File: src/rtl/regfile_pkg.sv
// Shared definitions for the register-file write path.
//   - register address / data widths
//   - architecturally protected register numbers
//   - reg_writable(): true when the write port may target a register
//   - wb_entry_t: one buffered write-back (destination + result)
package regfile_pkg;

    localparam int ADDR_W = 5;
    localparam int DATA_W = 32;
    localparam int NUM_REGS = 32;

    localparam logic [ADDR_W-1:0] REG_ZERO = 5'd0;
    localparam logic [ADDR_W-1:0] REG_K0   = 5'd26;
    localparam logic [ADDR_W-1:0] REG_K1   = 5'd27;
    localparam logic [ADDR_W-1:0] REG_SP   = 5'd29;

    typedef struct packed {
        logic [ADDR_W-1:0]        addr;
        logic signed [DATA_W-1:0] data;
    } wb_entry_t;

    // $0 is hardwired and $k0/$k1 belong to the exception handler, so the
    // write port must never carry them.
    function automatic logic reg_writable(input logic [ADDR_W-1:0] addr);
        return !((addr == REG_ZERO) || (addr == REG_K0) || (addr == REG_K1));
    endfunction

endpackage

File: src/rtl/regfile_write_arbiter_wb_fifo.sv
// wb_fifo: small synchronous FIFO holding buffered mul/div write-backs.
//   clk    : clock, all updates on rising edge
//   rst_n  : synchronous active-low reset (empties the FIFO)
//   push   : write din this cycle (taken when not full, or full with pop)
//   din    : entry to store
//   pop    : discard the head this cycle (ignored when empty)
//   dout   : current head entry (valid when !empty)
//   full   : count == DEPTH
//   empty  : count == 0
//   count  : number of stored entries
// The head is read straight from the array so the arbiter can select it in
// the same cycle; the storage is tiny, so a distributed RAM is the target.
module wb_fifo #(
    parameter int DEPTH = 4,
    parameter int WIDTH = 37
) (
    input  logic                       clk,
    input  logic                       rst_n,
    input  logic                       push,
    input  logic [WIDTH-1:0]           din,
    input  logic                       pop,
    output logic [WIDTH-1:0]           dout,
    output logic                       full,
    output logic                       empty,
    output logic [$clog2(DEPTH):0]     count
);

    localparam int PTR_W = $clog2(DEPTH);
    localparam int CNT_W = PTR_W + 1;

    logic [WIDTH-1:0] mem [DEPTH];
    logic [PTR_W-1:0] wr_ptr_reg;
    logic [PTR_W-1:0] rd_ptr_reg;
    logic [CNT_W-1:0] count_reg;

    logic do_push;
    logic do_pop;

    assign full    = (count_reg == CNT_W'(DEPTH));
    assign empty   = (count_reg == '0);
    assign count   = count_reg;
    assign dout    = mem[rd_ptr_reg];

    assign do_pop  = pop && !empty;
    // When full, a push only fits because the head leaves in the same edge.
    assign do_push = push && (!full || do_pop);

    // Storage has no reset: contents are meaningless once the pointers clear.
    always_ff @(posedge clk) begin
        if (do_push) begin
            mem[wr_ptr_reg] <= din;
        end
    end

    always_ff @(posedge clk) begin
        if (!rst_n) begin
            wr_ptr_reg <= '0;
            rd_ptr_reg <= '0;
            count_reg  <= '0;
        end else begin
            if (do_push) begin
                wr_ptr_reg <= wr_ptr_reg + PTR_W'(1);
            end
            if (do_pop) begin
                rd_ptr_reg <= rd_ptr_reg + PTR_W'(1);
            end
            case ({do_push, do_pop})
                2'b10:   count_reg <= count_reg + CNT_W'(1);
                2'b01:   count_reg <= count_reg - CNT_W'(1);
                default: count_reg <= count_reg;
            endcase
        end
    end

endmodule

File: src/rtl/regfile_write_arbiter.sv
// regfile_write_arbiter: merges ALU write-backs and buffered mul/div results
// onto the register file's single write port and tracks outstanding mul/div
// destinations for decode hazard detection.
//   Clk, Rst_n                     : clock, synchronous active-low reset
//   AluValid/AluWAddr/AluWData     : ALU write-back, no backpressure
//   AluHold                        : registered, ALU must stay idle while 1
//   MdValid/MdReady/MdWAddr/MdWData: mul/div result handshake into the FIFO
//   IssueMd/IssueWAddr             : mul/div issued, mark destination pending
//   ReadReg1/ReadReg2/DestReg      : decode registers checked for hazards
//   Hazard                         : combinational, any checked reg pending
//   RegWrite/WAddr/WData           : registered write port
module regfile_write_arbiter
    import regfile_pkg::*;
#(
    parameter int DEPTH = 4
) (
    input  logic                     Clk,
    input  logic                     Rst_n,
    input  logic                     AluValid,
    input  logic [4:0]               AluWAddr,
    input  logic signed [31:0]       AluWData,
    output logic                     AluHold,
    input  logic                     MdValid,
    output logic                     MdReady,
    input  logic [4:0]               MdWAddr,
    input  logic signed [31:0]       MdWData,
    input  logic                     IssueMd,
    input  logic [4:0]               IssueWAddr,
    input  logic [4:0]               ReadReg1,
    input  logic [4:0]               ReadReg2,
    input  logic [4:0]               DestReg,
    output logic                     Hazard,
    output logic                     RegWrite,
    output logic [4:0]               WAddr,
    output logic signed [31:0]       WData
);

    localparam int CNT_W = $clog2(DEPTH) + 1;

    wb_entry_t               md_entry;
    wb_entry_t               head_entry;
    logic                    fifo_push;
    logic                    fifo_pop;
    logic                    fifo_full;
    logic                    fifo_empty;
    logic [CNT_W-1:0]        fifo_count;
    logic [CNT_W-1:0]        count_next;

    logic                    alu_sel;
    logic                    md_accept;

    logic [NUM_REGS-1:0]     pending_reg;
    logic [NUM_REGS-1:0]     pending_next;

    logic                    reg_write_reg;
    logic [ADDR_W-1:0]       waddr_reg;
    logic signed [DATA_W-1:0] wdata_reg;
    logic                    alu_hold_reg;

    // ---------------------------------------------------------------
    // Mul/div result FIFO
    // ---------------------------------------------------------------
    // Held low in reset so no result is consumed while the pipeline flushes.
    assign MdReady   = !fifo_full && Rst_n;
    assign md_accept = MdValid && MdReady;
    // Results aimed at protected registers are consumed but never stored.
    assign fifo_push = md_accept && reg_writable(MdWAddr);
    assign md_entry  = '{addr: MdWAddr, data: MdWData};

    wb_fifo #(
        .DEPTH (DEPTH),
        .WIDTH ($bits(wb_entry_t))
    ) u_fifo (
        .clk   (Clk),
        .rst_n (Rst_n),
        .push  (fifo_push),
        .din   (md_entry),
        .pop   (fifo_pop),
        .dout  (head_entry),
        .full  (fifo_full),
        .empty (fifo_empty),
        .count (fifo_count)
    );

    // ---------------------------------------------------------------
    // Arbitration: a writable ALU result always wins, the FIFO head is
    // taken (and popped) only when the ALU slot is free.
    // ---------------------------------------------------------------
    assign alu_sel  = AluValid && reg_writable(AluWAddr);
    assign fifo_pop = !alu_sel && !fifo_empty;

    always_comb begin
        count_next = fifo_count;
        if (fifo_push && !fifo_pop) begin
            count_next = fifo_count + CNT_W'(1);
        end else if (!fifo_push && fifo_pop) begin
            count_next = fifo_count - CNT_W'(1);
        end
    end

    always_ff @(posedge Clk) begin
        if (!Rst_n) begin
            reg_write_reg <= 1'b0;
            waddr_reg     <= '0;
            wdata_reg     <= '0;
            alu_hold_reg  <= 1'b0;
        end else begin
            reg_write_reg <= alu_sel || fifo_pop;
            if (alu_sel) begin
                waddr_reg <= AluWAddr;
                wdata_reg <= AluWData;
            end else if (fifo_pop) begin
                waddr_reg <= head_entry.addr;
                wdata_reg <= head_entry.data;
            end
            // Holding the ALU off while full guarantees the next cycle
            // drains the head, so the FIFO can never stay full forever.
            alu_hold_reg  <= (count_next == CNT_W'(DEPTH));
        end
    end

    assign RegWrite = reg_write_reg;
    assign WAddr    = waddr_reg;
    assign WData    = wdata_reg;
    assign AluHold  = alu_hold_reg;

    // ---------------------------------------------------------------
    // Pending-write scoreboard. The clear happens on the edge that
    // registers the FIFO-sourced write, so Hazard drops in the cycle the
    // register file performs it. A same-cycle reissue to that register
    // keeps the bit set.
    // ---------------------------------------------------------------
    genvar gi;
    generate
        for (gi = 0; gi < NUM_REGS; gi++) begin : g_pending
            logic bit_set;
            logic bit_clr;
            assign bit_set = IssueMd && reg_writable(IssueWAddr)
                             && (IssueWAddr == ADDR_W'(gi));
            assign bit_clr = fifo_pop && (head_entry.addr == ADDR_W'(gi));
            assign pending_next[gi] = bit_set || (pending_reg[gi] && !bit_clr);
        end
    endgenerate

    always_ff @(posedge Clk) begin
        if (!Rst_n) begin
            pending_reg <= '0;
        end else begin
            pending_reg <= pending_next;
        end
    end

    assign Hazard = ((ReadReg1 != REG_ZERO) && pending_reg[ReadReg1])
                 || ((ReadReg2 != REG_ZERO) && pending_reg[ReadReg2])
                 || ((DestReg  != REG_ZERO) && pending_reg[DestReg]);

endmodule

File: config.mk
export PLATFORM = sky130hd
export DESIGN_NAME = regfile_write_arbiter
export DESIGN_NICKNAME = d
export VERILOG_FILES = /design/src/rtl/regfile_pkg.sv /design/src/rtl/regfile_write_arbiter_wb_fifo.sv /design/src/rtl/regfile_write_arbiter.sv
export SDC_FILE = /design/constraint.sdc
export NUM_CORES = 1
export LEC_CHECK = 0
export CAP_MARGIN = 20
export CORE_MARGIN = 8
export CORE_UTILIZATION = 30
export DETAILED_ROUTE_END_ITERATION = 10
export PLACE_DENSITY = 0.5
export SYNTH_ARGS = -nofsm -noshare
export SYNTH_HDL_FRONTEND = slang
export SYNTH_SLANG_ARGS = --single-unit
File: constraint.sdc
create_clock -name Clk -period 4.3 [get_ports Clk]
set_input_delay 1.075 -clock Clk [delete_from_list [all_inputs] [get_ports Clk]]
set_output_delay 1.075 -clock Clk [all_outputs]
set_load 0.03 [all_outputs]
Yosys cells after proc, flatten, opt, wreduce, memory -nomap -nowiden:

Memory sizes are Yosys's and may differ from the RTL's. A register that Yosys moved wholly into a read port is not among the register bits.
Index checks and enable logic that the tools add are counted.

* add/subtract/negate cells: 4
* $mul: 0
* div/mod/pow operators: 0
* $lt $le $gt $ge: 3
* eq/ne operators: 70
* shift-type cells: 0
* mux-type cells: 17
* bitwise logic cells: 0
* reduce and logical (&&, ||, !) cells: 201

Operator list (count)
* $eq 5x5->1 const B: 36
* $logic_and 1x1->1: 109
* $eq 5x4->1 const B: 16
* $mux 32: 2
* $logic_or 1x1->1: 42
* $eq 5x3->1 const B: 8
* $logic_not 1->1: 40
* $eq 5x2->1 const B: 4
* $logic_not 5->1: 4
* $lt 5x6->1 const B: 3
* $bmux 1 s5: 3
* $reduce_bool 5->1: 3
* $eq 5x1->1 const B: 2
* $mux 5: 2
* $eq 3x3->1 const B: 2
* $mux 3: 2
* $pmux 3 s2: 1
* $mux 1: 5
* $add 2x1->2 const B: 2
* $mux 2: 2
* $reduce_bool 2->1: 2
* $add 3x1->3 const B: 1
* $logic_not 3->1: 1
* $sub 3x1->3 const B: 1
* other kinds (2): 2

* register bits: 78
* latch bits: 0
* RAM bits: 148
* ROM bits: 0
* bits of input ports: 99
* output and inout bits: 41
* word-level logic and storage cells: 304
* memories kept: 1

Memories
* u_fifo.mem: depth 4, bits a word 37, read ports 1, clocked after memory_dff 1, write ports 1, RTL line regfile_write_arbiter_wb_fifo.sv:31 `logic [WIDTH-1:0] mem [DEPTH];`

Logic depth before layout (Yosys ltp):

Gate-level depths: netlist of the first run.

* depth after elaboration: 12
* depth in mapped cells: 10
* gate-level depth less buffers: 10

Hierarchy:

A second synthesis of the first run with hierarchy kept.

* cells, all modules: 686
* area, all modules: 9992.1 um^2

By module, submodules not included
* wb_fifo: times used 1, cells each 253, area an instance 5873.1 um^2, sequential area each 4624.4 um^2
* regfile_write_arbiter: times used 1, cells each 433, area an instance 4119.0 um^2, sequential area each 1421.4 um^2

Least setup slack after synthesis of the first run:

No wires, ideal clock.

* path kind: input to output
* start: input port ReadReg1[1]
* end: output port Hazard
* arrival time: 2.850 ns
* data required time: 3.225 ns
* setup slack: 0.375 ns
* stages: 5
* path buffers: 1
* cells stage by stage: clkbuf_1 > mux4_2 > and4b_1 > a2111oi_0 > nand4_1

* word-level cells in the longest chain between the ends: 5
* elaborated cells on any way between the ends: 6
* those cells by class: mux: 2; reduce/logical: 4

Ends and longest elaborated chain
* start, declared: RTL line regfile_write_arbiter.sv:29 `input logic [4:0] ReadReg1,`
* $bmux 1 s5: RTL line regfile_write_arbiter.sv:153 `assign Hazard = ((ReadReg1 != REG_ZERO) && pending_reg[ReadReg1])`
* $mux 1 (implied by the code): RTL line regfile_write_arbiter.sv:153
* $logic_and 1x1->1 *: RTL line regfile_write_arbiter.sv:153
* $logic_or 1x1->1 *: RTL line regfile_write_arbiter.sv:154 `|| ((ReadReg2 != REG_ZERO) && pending_reg[ReadReg2])`
* $logic_or 1x1->1 *: RTL line regfile_write_arbiter.sv:155 `|| ((DestReg != REG_ZERO) && pending_reg[DestReg]);`
* end, declared: RTL line regfile_write_arbiter.sv:32 `output logic Hazard,`

Every way passes the cells marked *; elsewhere a longest branch is shown, timed or not. The select of a mux whose other input is x is not followed.

Worst setup path after layout of the first run:

* start: input port DestReg[0]
* end: output port Hazard

* word-level cells in the longest chain between the ends: 4
* elaborated cells on any way between the ends: 5
* those cells by class: mux: 2; reduce/logical: 3

Ends and longest elaborated chain
* start, declared: RTL line regfile_write_arbiter.sv:31 `input logic [4:0] DestReg,`
* $bmux 1 s5: RTL line regfile_write_arbiter.sv:155
* $mux 1 (implied by the code): RTL line regfile_write_arbiter.sv:155
* $logic_and 1x1->1 *: RTL line regfile_write_arbiter.sv:155
* $logic_or 1x1->1 *: RTL line regfile_write_arbiter.sv:155

Marked as above.

==> summary.log, run 1 <==
[placement] Post-Place Worst Slack -385 ps
[grt] wire length of the first global-routing pass 41.2 mm
[power_and_ir_drop] internal power component 0.00453 W
[synth] Post-synth ARST share 0%
[routing] post-route antenna net violation count 0
[placement] global placer's final weighted congestion 0.835
[timing] Min Clock Period, post-route 4100 ps
[finish] commonest cells after routing, fill and taps aside sky130_fd_sc_hd__edfxtp_1, sky130_fd_sc_hd__clkdlybuf4s50_1, sky130_fd_sc_hd__nand2_1, sky130_fd_sc_hd__dfxtp_1, sky130_fd_sc_hd__mux4_2
[synth] Syn Nets 822
[critical_path] cell with the largest stage delay on the worst path sky130_fd_sc_hd__mux4_2
[synth] number of cells produced by synthesis 715
[timing] final clock skew 29.1 ps
[synth] proportion of synthesized area in mux cells 14.4%
[finish] post-route design area 12600 sq um
[finish] flip-flop count of the largest register, all copies and words added 148
[clock_tree] CTS buffer count 25
[timing] tightest hold margin 478 ps
[floorplanning] Die X-Extent 197 um
[routing] Routed wire per std cell 20.2 um
[grt] gr ovfl total 0
[routing] total via count after detailed routing 6597
[critical_path] Crit Path Category in -> out
[placement] Final HPWL DP 18.1 mm
[finish] leading cell type in the layout, fill and taps excluded sky130_fd_sc_hd__edfxtp_1
[timing] post-layout worst setup margin 199 ps
[placement] IO buf count 139
[clock_tree] clk sink count 227
[clock_tree] clock buffer depth 3
[clock_tree] clock-pin slew of the registers on the worst-case setup and hold paths 60 ps
[routing] Routed WL 26.7 mm
[timing] Max Clk Rate 0.244 GHz
[floorplanning] ports placed on the boundary 140
[floorplanning] die footprint 38600 sq um
[synth] main combinational cell family by area after synthesis multiplexers
[clock_tree] Setup Fix Bufs, Post-CTS 0
[power_and_ir_drop] switching power total 0.00198 W
[timing] final worst-path cycle share 95.4%
[synth] flops & latches, synth 227
[finish] count of filler cells inserted in the layout 3106
[floorplanning] chip height 197 um
[critical_path] required time worst endpoint 3220 ps
[synth] area of the mapped netlist 9770 sq um
[power_and_ir_drop] part of the power in the clock network 34.2%
[critical_path] arrival time reported for the critical path endpoint 3030 ps
[placement] Post-DP Area 11700 sq um
[floorplanning] effective utilization at floorplan 30.3%
[clock_tree] clock insertion delay at the later pin of the skew report 530 ps
[critical_path] Largest stage delay, worst path 500 ps
[timing] RSZ-0062 raised after global routing no
[grt] pin count of the biggest net entering global routing 56
[timing] setup violators final 0
[synth] fraction of synthesized cell area in xor and xnor cells 0.358%
[grt] via count of the first global-routing pass 6990
[power_and_ir_drop] total leakage power 4.19 nW
[critical_path] Crit Path Max Fanout 5
[clock_tree] CTS tree yes
[finish] synthesis-to-layout area growth 29.1%
[timing] Final Slew Violations 0
[power_and_ir_drop] maximum vdd drop 0.000284 V
[routing] remaining design rule violation count 0
[timing] Final Hold Violating Endpoints 0
[synth] most instantiated flip-flop cell in the synthesis netlist sky130_fd_sc_hd__edfxtp_1
[routing] post-DR vias/cell 4.99
[critical_path] number of buffers and inverters on the critical path 3
[finish] utilization after layout 39.1%
[synth] average instance area after synthesis 13.7 sq um
[grt] initial antenna violation count 6
[clock_tree] clock root buffer sky130_fd_sc_hd__clkbuf_16
[synth] post-synthesis simple-gate area fraction 10.5%
[grt] GRT Util Overall 13.6%
[critical_path] launch instance of the worst register-to-register path u_fifo.count[0]
[synth] number of synthesized flops with an enable pin 148
[finish] Post-layout nets 966
[synth] count of different cell masters after synthesis 60
[timing] Slew Limit Headroom 28.3%
[power_and_ir_drop] share of power burned in combinational logic 26.1%
[critical_path] worst setup path start DestReg[0]
[power_and_ir_drop] part of the power in registers 39.7%
[routing] number of DRC markers in iteration 0 361
[finish] share of final-layout standard cells stronger than drive strength 1 17.2%
[min_path] Hold Crit Start WData[25]
[synth] Synth Area in Adders 1.02%
[critical_path] kind of capture point of the worst setup path primary output
[synth] share of the synthesized area in compound gates (AO/OA/AOI/OAI) 9.27%
[critical_path] startpoint class of the critical path primary input
[floorplanning] placeable core area 32300 sq um
[routing] first-pass detailed-route iteration total 5
[synth] number of synthesis warnings 0
[min_path] Hold Path Class reg -> reg
[power_and_ir_drop] pwr dens 516 nW/um^2
[floorplanning] floorplan row count 66
[synth] share of the yosys chip area belonging to registers 61.6%
[placement] placed cell count 1273
[critical_path] Largest delay share family, worst path buffers and inverters
[critical_path] CP Cell Sequence clkdlybuf4s50_1, buf_4, mux4_2, mux2i_1, o22ai_1, nor3_1, nand4_1, buf_2
[status] status finished clean
[clock_tree] level count of the clock H-tree 1
[power_and_ir_drop] Net Sw Frac 30.4%
[timing] slew at the pin closest to its max-slew limit 1080 ps
[finish] final std cells w/o fill 1323
[flow_run] reported max-cap violation count 0
## synth_stat cells (5+ instances only)
cell                       number  area, sq um
sky130_fd_sc_hd__edfxtp_1     148         4440
sky130_fd_sc_hd__nand2_1      105          394
sky130_fd_sc_hd__dfxtp_1       79         1580
sky130_fd_sc_hd__mux4_2        57         1280
sky130_fd_sc_hd__nor2_1        50          188
sky130_fd_sc_hd__a311oi_1      36          315
sky130_fd_sc_hd__clkbuf_1      34          128
sky130_fd_sc_hd__a21oi_1       18         90.1
sky130_fd_sc_hd__inv_1         16         60.1
sky130_fd_sc_hd__o21ai_0       15         75.1
sky130_fd_sc_hd__o311ai_0      14          123
sky130_fd_sc_hd__buf_2         10         50.1
sky130_fd_sc_hd__mux2i_1        9         90.1
sky130_fd_sc_hd__nand2b_1       9         56.3
sky130_fd_sc_hd__o31ai_1        9         67.6
sky130_fd_sc_hd__ha_1           8          100
sky130_fd_sc_hd__nand3_1        8         40.0
sky130_fd_sc_hd__nor2b_1        6         37.5
sky130_fd_sc_hd__nand3b_1       5         37.5
sky130_fd_sc_hd__nor3b_1        5         37.5
## per-stage QoR
stage	TNS (ps)	power, W
floorplan	0	0.00371
CTS	0	0.00661
detailed placement	-385	0.00436
finish	0	0.00651
global route	0	0.00681
global placement	-427	0.00437
## per-layer routing
| metal | vias up | global-route usage [%] | wire, um | part of all wire (%) |
|---|---|---|---|---|
| li1 | 3082 | - | - | - |
| met1 | 3253 | 17.1 | 11600 | 44 |
| met2 | 199 | 22.2 | 12500 | 47 |
| met3 | 55 | 4.09 | 1920 | 7.2 |
| met4 | 8 | 4.15 | 631 | 2.4 |
| met5 | - | 0 | 55 | 0.21 |
## cells by family after synthesis
| family | count (synthesis) |
|---|---|
| flops | 227 |
| simple gates | 220 |
| compound gates | 122 |
| mux | 69 |
| buf+inv | 65 |
| fa+ha+maj | 8 |
| xor+xnor | 4 |
## worst register-to-register path, cell delays in order (launching register included)
cell and delay, ps:
sky130_fd_sc_hd__dfxtp_1 410, sky130_fd_sc_hd__inv_1 100, sky130_fd_sc_hd__ha_1 250, sky130_fd_sc_hd__a21boi_0 310, sky130_fd_sc_hd__and2_1 290, sky130_fd_sc_hd__and3_2 940
## what timing repair did
action / in CTS / in global routing
endpoints found under the setup margin: 1 / 1
hold buffers: 0 / 0
cloned: 0 / 0
resized for setup: 5 / 6
## power by group through the flow
stage	Sequential, W	Combinational, W	Clock, W
finish	0.00259	0.00170	0.00223
global route	0.00261	0.00185	0.00236
CTS	0.00259	0.00174	0.00229
detailed placement	0.00263	0.00173	0
global placement	0.00263	0.00173	0
floorplan	0.00276	0.000951	0
## area by class of cell
cell class / count / area [sq um] / area share (%)
sequential: 227 / 6030 / 47.8
inverter: 17 / 63.8 / 0.506
antenna: 3 / 7.51 / 0.0595
clock inverter: 18 / 208 / 1.65
multi-input combinational: 423 / 3500 / 27.7
clock buffer: 28 / 657 / 5.20
tap: 442 / 553 / 4.38
timing repair buffer: 165 / 1610 / 12.7
## path summary, 6_finish.rpt
kind / end / depth (start not counted) / slack, ps
max: Hazard / 8 / 200
min: WData[25] / 2 / 480
max reg2reg: u_fifo.mem[2][10] / 5 / 1560
min reg2reg: WData[25] / 2 / 480
No activity file was read; power rests on OpenSTA's default activity.
==> run 2: changes to the inputs <==
Settings changed: SKIP_LAST_GASP set to 1.
==> results of run 2 <==
No change in the layout: final DEF, timing and power equal those of run 1.
